<file path="src/rtl/abr_masked_pipe_sched_pkg.sv">
// Shared types and default parameters for the masked pipeline scheduler.
package abr_params_pkg;

  localparam int unsigned DEF_WIDTH     = 46;
  localparam int unsigned DEF_LATENCY   = 5;
  localparam int unsigned DEF_MAX_OUTST = 3;
  localparam int unsigned NUM_SHARES    = 2;

  typedef enum logic [1:0] {
    ST_IDLE   = 2'd0,
    ST_ACTIVE = 2'd1,
    ST_FLUSH  = 2'd2
  } sched_state_e;

  // Requester identifier: two requesters share the pipeline.
  typedef logic req_id_t;

endpackage

</file>
<file path="src/rtl/abr_masked_pipe_sched_if.sv">
// Requester, datapath and response signals of the masked pipeline scheduler.
interface abr_masked_pipe_sched_if
  import abr_params_pkg::*;
#(
  parameter int unsigned WIDTH = DEF_WIDTH
);

  // Masked operand: index [s] selects share s, each WIDTH bits.
  typedef logic [NUM_SHARES-1:0][WIDTH-1:0] shares_t;

  logic [1:0] req_i;
  shares_t    req0_shares_i;
  shares_t    req1_shares_i;
  logic [1:0] gnt_o;
  logic       pipe_valid_o;
  shares_t    pipe_shares_o;
  shares_t    pipe_shares_i;
  logic [1:0] rsp_valid_o;
  shares_t    rsp_shares_o;

  // Requesters and the datapath drive the scheduler.
  modport master (
    output req_i, req0_shares_i, req1_shares_i, pipe_shares_i,
    input  gnt_o, pipe_valid_o, pipe_shares_o, rsp_valid_o, rsp_shares_o
  );

  // The scheduler itself.
  modport slave (
    input  req_i, req0_shares_i, req1_shares_i, pipe_shares_i,
    output gnt_o, pipe_valid_o, pipe_shares_o, rsp_valid_o, rsp_shares_o
  );

endinterface

</file>
<file path="src/rtl/abr_masked_pipe_sched_tag_pipe.sv">
// LATENCY-deep {valid, id} shift register tracking the owner of each
// operation in flight through the shared datapath.
module abr_sched_tag_pipe
  import abr_params_pkg::*;
#(
  parameter int unsigned LATENCY = DEF_LATENCY
) (
  input  logic    clk,
  input  logic    rst_n,
  input  logic    zeroize,
  input  logic    in_valid,
  input  req_id_t in_id,
  output logic    out_valid,
  output req_id_t out_id,
  output logic    empty_next
);

  logic [LATENCY-1:0]          vld_q;
  req_id_t [LATENCY-1:0]       id_q;

  // Shift one stage per cycle; zeroize drops everything in flight.
  always_ff @(posedge clk or negedge rst_n) begin
    if (!rst_n) begin
      vld_q <= '0;
      id_q  <= '0;
    end else if (zeroize) begin
      vld_q <= '0;
      id_q  <= '0;
    end else begin
      vld_q <= {vld_q[LATENCY-2:0], in_valid};
      id_q  <= {id_q[LATENCY-2:0], in_id};
    end
  end

  // Last stage owns the datapath output; the pipe is empty next cycle when
  // nothing sits ahead of the last stage.
  always_comb begin
    out_valid  = vld_q[LATENCY-1];
    out_id     = id_q[LATENCY-1];
    empty_next = ~|vld_q[LATENCY-2:0];
  end

endmodule

</file>
<file path="src/rtl/abr_masked_pipe_sched.sv">
// Round-robin scheduler sharing one fixed-latency masked datapath between
// two requesters, with per-requester outstanding limits and zeroize flush.
module abr_masked_pipe_sched
  import abr_params_pkg::*;
#(
  parameter int unsigned WIDTH     = DEF_WIDTH,
  parameter int unsigned LATENCY   = DEF_LATENCY,
  parameter int unsigned MAX_OUTST = DEF_MAX_OUTST
) (
  input  logic                    clk,
  input  logic                    rst_n,
  input  logic                    zeroize,
  abr_masked_pipe_sched_if.slave  bus,
  output logic                    busy_o
);

  localparam int unsigned OW = $clog2(MAX_OUTST + 1);
  localparam int unsigned FW = $clog2(LATENCY);

  typedef logic [OW-1:0]                      outst_t;
  typedef logic [NUM_SHARES-1:0][WIDTH-1:0]   shares_t;

  sched_state_e      state_q, state_n;
  logic              last_q;
  outst_t [1:0]      outst_q;
  logic [FW-1:0]     fcnt_q;
  logic [1:0]        elig;
  logic [1:0]        gnt;
  logic [1:0]        rsp_vld;
  req_id_t           win;
  logic              any_gnt;
  shares_t           issue_sh;
  shares_t           rsp_sh;
  logic              tp_valid;
  req_id_t           tp_id;
  logic              tp_empty_next;

  // Eligibility, round-robin pick and issue mux. Reset also gates grants so
  // outputs are quiet while rst_n is low.
  always_comb begin
    elig = '0;
    win  = 1'b0;
    for (int unsigned k = 0; k < 2; k++) begin
      elig[k] = rst_n && bus.req_i[k] && (outst_q[k] < outst_t'(MAX_OUTST)) &&
                (state_q != ST_FLUSH) && !zeroize;
    end
    case (elig)
      2'b11:   win = ~last_q;
      2'b10:   win = 1'b1;
      default: win = 1'b0;
    endcase
    any_gnt  = |elig;
    gnt      = any_gnt ? (win ? 2'b10 : 2'b01) : 2'b00;
    issue_sh = '0;
    if (gnt[0])      issue_sh = bus.req0_shares_i;
    else if (gnt[1]) issue_sh = bus.req1_shares_i;
    bus.gnt_o         = gnt;
    bus.pipe_valid_o  = any_gnt;
    bus.pipe_shares_o = issue_sh;
  end

  abr_sched_tag_pipe #(
    .LATENCY (LATENCY)
  ) u_tag_pipe (
    .clk        (clk),
    .rst_n      (rst_n),
    .zeroize    (zeroize),
    .in_valid   (any_gnt),
    .in_id      (win),
    .out_valid  (tp_valid),
    .out_id     (tp_id),
    .empty_next (tp_empty_next)
  );

  // Route the datapath output to its owner; zeroize suppresses it.
  always_comb begin
    rsp_vld = '0;
    if (tp_valid && !zeroize) rsp_vld[tp_id] = 1'b1;
    rsp_sh           = (|rsp_vld) ? bus.pipe_shares_i : '0;
    bus.rsp_valid_o  = rsp_vld;
    bus.rsp_shares_o = rsp_sh;
  end

  // State register.
  always_ff @(posedge clk or negedge rst_n) begin
    if (!rst_n) state_q <= ST_IDLE;
    else        state_q <= state_n;
  end

  // Next-state logic and busy flag.
  always_comb begin
    state_n = state_q;
    unique case (state_q)
      ST_IDLE: begin
        if (zeroize)      state_n = ST_FLUSH;
        else if (any_gnt) state_n = ST_ACTIVE;
      end
      ST_ACTIVE: begin
        if (zeroize)                        state_n = ST_FLUSH;
        else if (!any_gnt && tp_empty_next) state_n = ST_IDLE;
      end
      ST_FLUSH: begin
        if (!zeroize && (fcnt_q == FW'(LATENCY - 1))) state_n = ST_IDLE;
      end
      default: state_n = ST_IDLE;
    endcase
    busy_o = (state_q != ST_IDLE);
  end

  // Flush counter: restarts on every zeroize cycle, counts while flushing.
  always_ff @(posedge clk or negedge rst_n) begin
    if (!rst_n)                   fcnt_q <= '0;
    else if (zeroize)             fcnt_q <= '0;
    else if (state_q == ST_FLUSH) fcnt_q <= fcnt_q + FW'(1);
    else                          fcnt_q <= '0;
  end

  // Last-grant pointer; its idle value of 1 hands the first tie to requester 0.
  always_ff @(posedge clk or negedge rst_n) begin
    if (!rst_n)       last_q <= 1'b1;
    else if (zeroize) last_q <= 1'b1;
    else if (any_gnt) last_q <= win;
  end

  // Outstanding counters: +1 per grant, -1 per response.
  always_ff @(posedge clk or negedge rst_n) begin
    if (!rst_n) begin
      outst_q <= '0;
    end else if (zeroize) begin
      outst_q <= '0;
    end else begin
      for (int unsigned k = 0; k < 2; k++) begin
        case ({gnt[k], rsp_vld[k]})
          2'b10:   outst_q[k] <= outst_q[k] + outst_t'(1);
          2'b01:   outst_q[k] <= outst_q[k] - outst_t'(1);
          default: outst_q[k] <= outst_q[k];
        endcase
      end
    end
  end

  for (genvar k = 0; k < 2; k++) begin : g_outst_chk
    a_no_overflow : assert property (@(posedge clk) disable iff (!rst_n)
      !(gnt[k] && !rsp_vld[k] && (outst_q[k] == outst_t'(MAX_OUTST))));
    a_no_underflow : assert property (@(posedge clk) disable iff (!rst_n)
      !(rsp_vld[k] && !gnt[k] && (outst_q[k] == '0)));
  end

endmodule

</file>
<file path="src/flat_wrapper.sv">
// flat-port wrapper written by rule: the top's interface ports become plain ports
module abr_masked_pipe_sched_flat import abr_params_pkg::*;
#(
  parameter int unsigned WIDTH     = DEF_WIDTH,
  parameter int unsigned LATENCY   = DEF_LATENCY,
  parameter int unsigned MAX_OUTST = DEF_MAX_OUTST
)
  (clk, rst_n, zeroize, busy_o, bus_req_i, bus_req0_shares_i, bus_req1_shares_i, bus_pipe_shares_i, bus_gnt_o, bus_pipe_valid_o, bus_pipe_shares_o, bus_rsp_valid_o, bus_rsp_shares_o);
  abr_masked_pipe_sched_if #(.WIDTH(WIDTH)) bus_i ();
  input  logic clk;
  input  logic rst_n;
  input  logic zeroize;
  output logic busy_o;
  input wire logic [$bits(bus_i.req_i)-1:0] bus_req_i;
  input wire logic [$bits(bus_i.req0_shares_i)-1:0] bus_req0_shares_i;
  input wire logic [$bits(bus_i.req1_shares_i)-1:0] bus_req1_shares_i;
  input wire logic [$bits(bus_i.pipe_shares_i)-1:0] bus_pipe_shares_i;
  output wire logic [$bits(bus_i.gnt_o)-1:0] bus_gnt_o;
  output wire logic [$bits(bus_i.pipe_valid_o)-1:0] bus_pipe_valid_o;
  output wire logic [$bits(bus_i.pipe_shares_o)-1:0] bus_pipe_shares_o;
  output wire logic [$bits(bus_i.rsp_valid_o)-1:0] bus_rsp_valid_o;
  output wire logic [$bits(bus_i.rsp_shares_o)-1:0] bus_rsp_shares_o;
  assign bus_i.req_i = bus_req_i;
  assign bus_i.req0_shares_i = bus_req0_shares_i;
  assign bus_i.req1_shares_i = bus_req1_shares_i;
  assign bus_i.pipe_shares_i = bus_pipe_shares_i;
  assign bus_gnt_o = bus_i.gnt_o;
  assign bus_pipe_valid_o = bus_i.pipe_valid_o;
  assign bus_pipe_shares_o = bus_i.pipe_shares_o;
  assign bus_rsp_valid_o = bus_i.rsp_valid_o;
  assign bus_rsp_shares_o = bus_i.rsp_shares_o;
  abr_masked_pipe_sched #(.WIDTH(WIDTH), .LATENCY(LATENCY), .MAX_OUTST(MAX_OUTST)) u_core (.clk(clk), .rst_n(rst_n), .zeroize(zeroize), .bus(bus_i), .busy_o(busy_o));
endmodule
</file>
<file path="config.mk">
export PLATFORM = sky130hd
export DESIGN_NAME = abr_masked_pipe_sched_flat
export DESIGN_NICKNAME = d
export VERILOG_FILES = /design/src/rtl/abr_masked_pipe_sched_pkg.sv /design/src/rtl/abr_masked_pipe_sched_if.sv /design/src/rtl/abr_masked_pipe_sched_tag_pipe.sv /design/src/rtl/abr_masked_pipe_sched.sv /design/src/flat_wrapper.sv
export SDC_FILE = /design/constraint.sdc
export NUM_CORES = 1
export LEC_CHECK = 0
export BUFFER_PORTS_ARGS = -buffer_cell sky130_fd_sc_hd__buf_2
export CORE_AREA = 2 2 182 184
export CTS_BUF_LIST = sky130_fd_sc_hd__clkbuf_4
export DETAILED_ROUTE_END_ITERATION = 8
export DIE_AREA = 0 0 184 186
export GPL_TIMING_DRIVEN = 0
export HOLD_SLACK_MARGIN = 0.03
export PLACE_DENSITY = 0.43
export SLEW_MARGIN = 10
export SYNTH_ARGS = -nofsm -noshare
export SYNTH_HDL_FRONTEND = slang
export SYNTH_SLANG_ARGS = --single-unit
</file>
<file path="constraint.sdc">
create_clock -name clk -period 2.53 [get_ports clk]
set_input_delay 0.506 -clock clk [delete_from_list [all_inputs] [get_ports clk]]
set_output_delay 0.506 -clock clk [all_outputs]
set_load 0.005 [all_outputs]
</file>
==> flow_summary_export.csv <==
group,metric,value,unit
status,status,"finished, violations left",
status,violated_checks,"negative setup slack",
place,place_congestion,0.802,
setup_path,cp_most_frequent_cell,"sky130_fd_sc_hd__buf_12",
clock_tree,cts.clk_slew.worst_paths,0.11,ns
floorplan,core_region_area,32200,um^2
floorplan,rows,66,
global_routing,globalRouteTotalUtil,9.70,%
global_routing,grt_first_pass_wirelength,24500,um
final_layout,fin_util,18.2,%
setup_path,worst_ep_required_time,2.02,ns
global_routing,first_global_vias,4014,
synthesis,postSynthAreaPerCell,8.22,um^2
synthesis,synth-seq-area-share,20.2,%
pwr,max-vdd-ir-drop,123,uV
run,maxCapViolations,0,
clock_tree,cts.root.buffer_cell,"sky130_fd_sc_hd__clkbuf_4",
clock_tree,cts_sinks,20,
clock_tree,cts_max_level,1,
timing,timing.final.max_slew_violations,0,
route,drt-total-wl,19600,um
synthesis,synthesis.instances,302,
final_layout,finish.net_count,1082,
final_layout,n_fill_cell,3684,
setup_path,path_buf_inv,5,
hold_path,hold_path_class,"in -> async",
route,drt_iter0_markers,136,
final_layout,finalInstanceArea,5850,um^2
setup_path,slowest_delay,0.42,ns
timing,skew,0.000681,ns
clock_tree,tritoncts,"done",
floorplan,ios,471,
setup_path,worst_setup_path_end_kind,"output port",
route,via_per_inst,3.68,
synthesis,synth_area_leader_cell,"sky130_fd_sc_hd__a22o_1",
floorplan,die_height,186,um
pwr,pwr_density_cell,138,nW/um^2
synthesis,ys_top_cells_by_area,"sky130_fd_sc_hd__a22o_1 (32%), sky130_fd_sc_hd__and2_1 (23%), sky130_fd_sc_hd__dfrtp_1 (19%)",
timing,min_period,2.53,ns
synthesis,synth-edff-count,0,
synthesis,ys_ff_latch,20,
setup_path,cp.arrival,2.03,ns
synthesis,synth.top_cells.by_count,"sky130_fd_sc_hd__a22o_1 (92), sky130_fd_sc_hd__and2_1 (92), sky130_fd_sc_hd__clkbuf_1 (21), sky130_fd_sc_hd__dfrtp_1 (19), sky130_fd_sc_hd__nor2b_1 (15)",
place,dpl.cell_count,1180,
synthesis,synth_fp_nets,585,
global_routing,grt_antenna_before_repair,5,
synthesis,postSynth.asyncResetShare,100,%
setup_path,path_cells,"a21boi_4 > a2111oi_4 > buf_6 > buf_12 > buf_12 > buf_12 > a22o_1 > buf_2",
place,area_of_placed_instances,5340,um^2
timing,post-route-period-util,100,%
synthesis,ys.warnings.count,0,
final_layout,syn2layout_area_growth,136,%
clock_tree,clock_latency,0.29,ns
place,buffer_ports.inserted,470,
timing,unrepaired_setup_endpoints_after_global_routing,"yes",
synthesis,dominantRegCellSynth,"sky130_fd_sc_hd__dfrtp_1",
place,place.detailed.hpwl,16800,um
final_layout,final_layout_size_suffix_gt1_share,66.3,%
setup_path,path_max_fanout,5,
global_routing,grt-ovfl-total,0,
route,vias,4447,
timing,worst-slew-pin-transition,0.884,ns
synthesis,synthesis.area,2480,um^2
final_layout,final_cell_count_no_fill,1208,
setup_path,timing.setup.critical_path_class,"reg -> out",
setup_path,cpLargestDelayFamily,"buffers and inverters",
floorplan,die_width,184,um
timing,endpoints_failing_setup,2,
timing,timing.fmax,395,MHz
setup_path,crit_slowest_cell,"sky130_fd_sc_hd__dfrtp_1",
global_routing,largest_net_degree_at_the_start_of_global_routing,20,
timing,setup_tns_final,-0.00715,ns
floorplan,floorplan.initialDensity,7.70,%
route,antenna_left,0,
floorplan,floorplan.die_area,34200,um^2
setup_path,crit_path_start_kind,"flop",
timing,finalHoldWorstSlack,0.137,ns
route,dr.pass1.iters,4,
timing,timing.final.ws_setup,-0.00455,ns
timing,relative_max_transition_margin,40.9,%
pwr,leakagePower,0.00352,uW
synthesis,yosysUniqueCellTypes,32,
clock_tree,cts.path.max_buffers,2,
route,wire_per_inst,16.2,um
clock_tree,cts_buffers,3,
timing,hold_viol_final,0,
route,detail_route.drc_violations,0,
synthesis,netlist.area_leader.share,32.5,%
## per-stage QoR
stage          power, uW  setup slack [ns]
6_report             809          -0.00455
5_1_grt              871            -0.104
4_1_cts              824            -0.112
3_5_place_dp         638            -0.866
3_3_place_gp         635            -0.862
2_1_floorplan        380             0.318
## routing by layer
layer	global-route usage, %	up-vias	wire length (um)
li1	-	2095	-
met1	10.6	2023	7220
met2	19.7	313	10500
met3	1.72	14	1640
met4	1.22	2	211
met5	0	-	9
## power breakdown
part           switching [uW]  internal (uW)  total (uW)
Clock                    93.8           72.1         166
Sequential               4.61            326         331
Combinational             122            191         313
Total                     220            589         809
## cells by family (layout without fill, tap and decap cells)
logic type      after synthesis  count (layout)  share of synthesized area [%]
other cells                   0               2                              0
xor+xnor                      5               5                           1.76
fa+ha+maj                     2               2                           1.01
buf+inv                      39             535                           6.96
simple gates                126             126                           31.4
flops                        20              20                           20.2
compound gates              110             110                           38.6
## state kept, by name, indices dropped and copies added, names as in the netlist
signal                   flops
u_core.u_tag_pipe.vld_q      5
u_core.state_q               2
u_core.u_tag_pipe.id_q       5
u_core.outst_q               4
u_core.last_q                1
u_core.fcnt_q                3
## cell usage in the layout, fill, tap and decap left out, types with 3 or more instances in the layout
cell type                  netlist  final
sky130_fd_sc_hd__buf_2           9    469
sky130_fd_sc_hd__and2_1         92     92
sky130_fd_sc_hd__a22o_1         92     92
sky130_fd_sc_hd__dfrtp_1        19     18
sky130_fd_sc_hd__nor2b_1        15     14
sky130_fd_sc_hd__buf_4           4     12
sky130_fd_sc_hd__clkbuf_1       21     11
sky130_fd_sc_hd__buf_6           0     10
sky130_fd_sc_hd__buf_12          0      7
sky130_fd_sc_hd__clkbuf_4        0      6
sky130_fd_sc_hd__clkbuf_2        0      5
sky130_fd_sc_hd__inv_1           5      5
sky130_fd_sc_hd__buf_8           0      4
sky130_fd_sc_hd__nor2_1          4      4
sky130_fd_sc_hd__xnor2_1         4      4
sky130_fd_sc_hd__nor3b_1         3      3
sky130_fd_sc_hd__o21ai_0         3      3
sky130_fd_sc_hd__nand2_1         3      3
## final timing paths
path                                                from                            end  slack [ns]  cells after the start
min in group clk           u_core.state_q[1]$_DFFE_PN0P_  u_core.state_q[0]$_DFFE_PN0P_        0.47                      1
max reg2reg                u_core.outst_q[1]$_DFFE_PN0P_  u_core.outst_q[2]$_DFFE_PN0P_        0.74                      8
min reg2reg                u_core.state_q[1]$_DFFE_PN0P_  u_core.state_q[0]$_DFFE_PN0P_        0.47                      1
max in group asynchronous                          rst_n  u_core.state_q[1]$_DFFE_PN0P_        1.06                      2
min                                                rst_n      u_core.last_q$_DFFE_PN1P_        0.14                      1
max                        u_core.outst_q[1]$_DFFE_PN0P_          bus_pipe_shares_o[83]      -0.005                      8
## cell type report
cell class              count  area (um^2)  share of cell area (%)
repair buffers            494         2660                    45.5
multi-input cells         243         1830                    31.3
well taps                 408          510                    8.73
flip-flops and latches     20          503                    8.60
plain buffers              32          290                    4.96
clock buffers               4         30.0                   0.513
inverters                   5         18.8                   0.321
diodes                      2         5.00                  0.0856
## what timing repair did
item	4_1_cts	5_1_grt
hold buffers	1	0
pin swaps	15	25
resized for setup	51	18
setup buffers	14	6
cloned	3	1
hold endpoints to repair	19	0
endpoints found under the setup margin	174	102
Power figures use the tool's default switching activity.
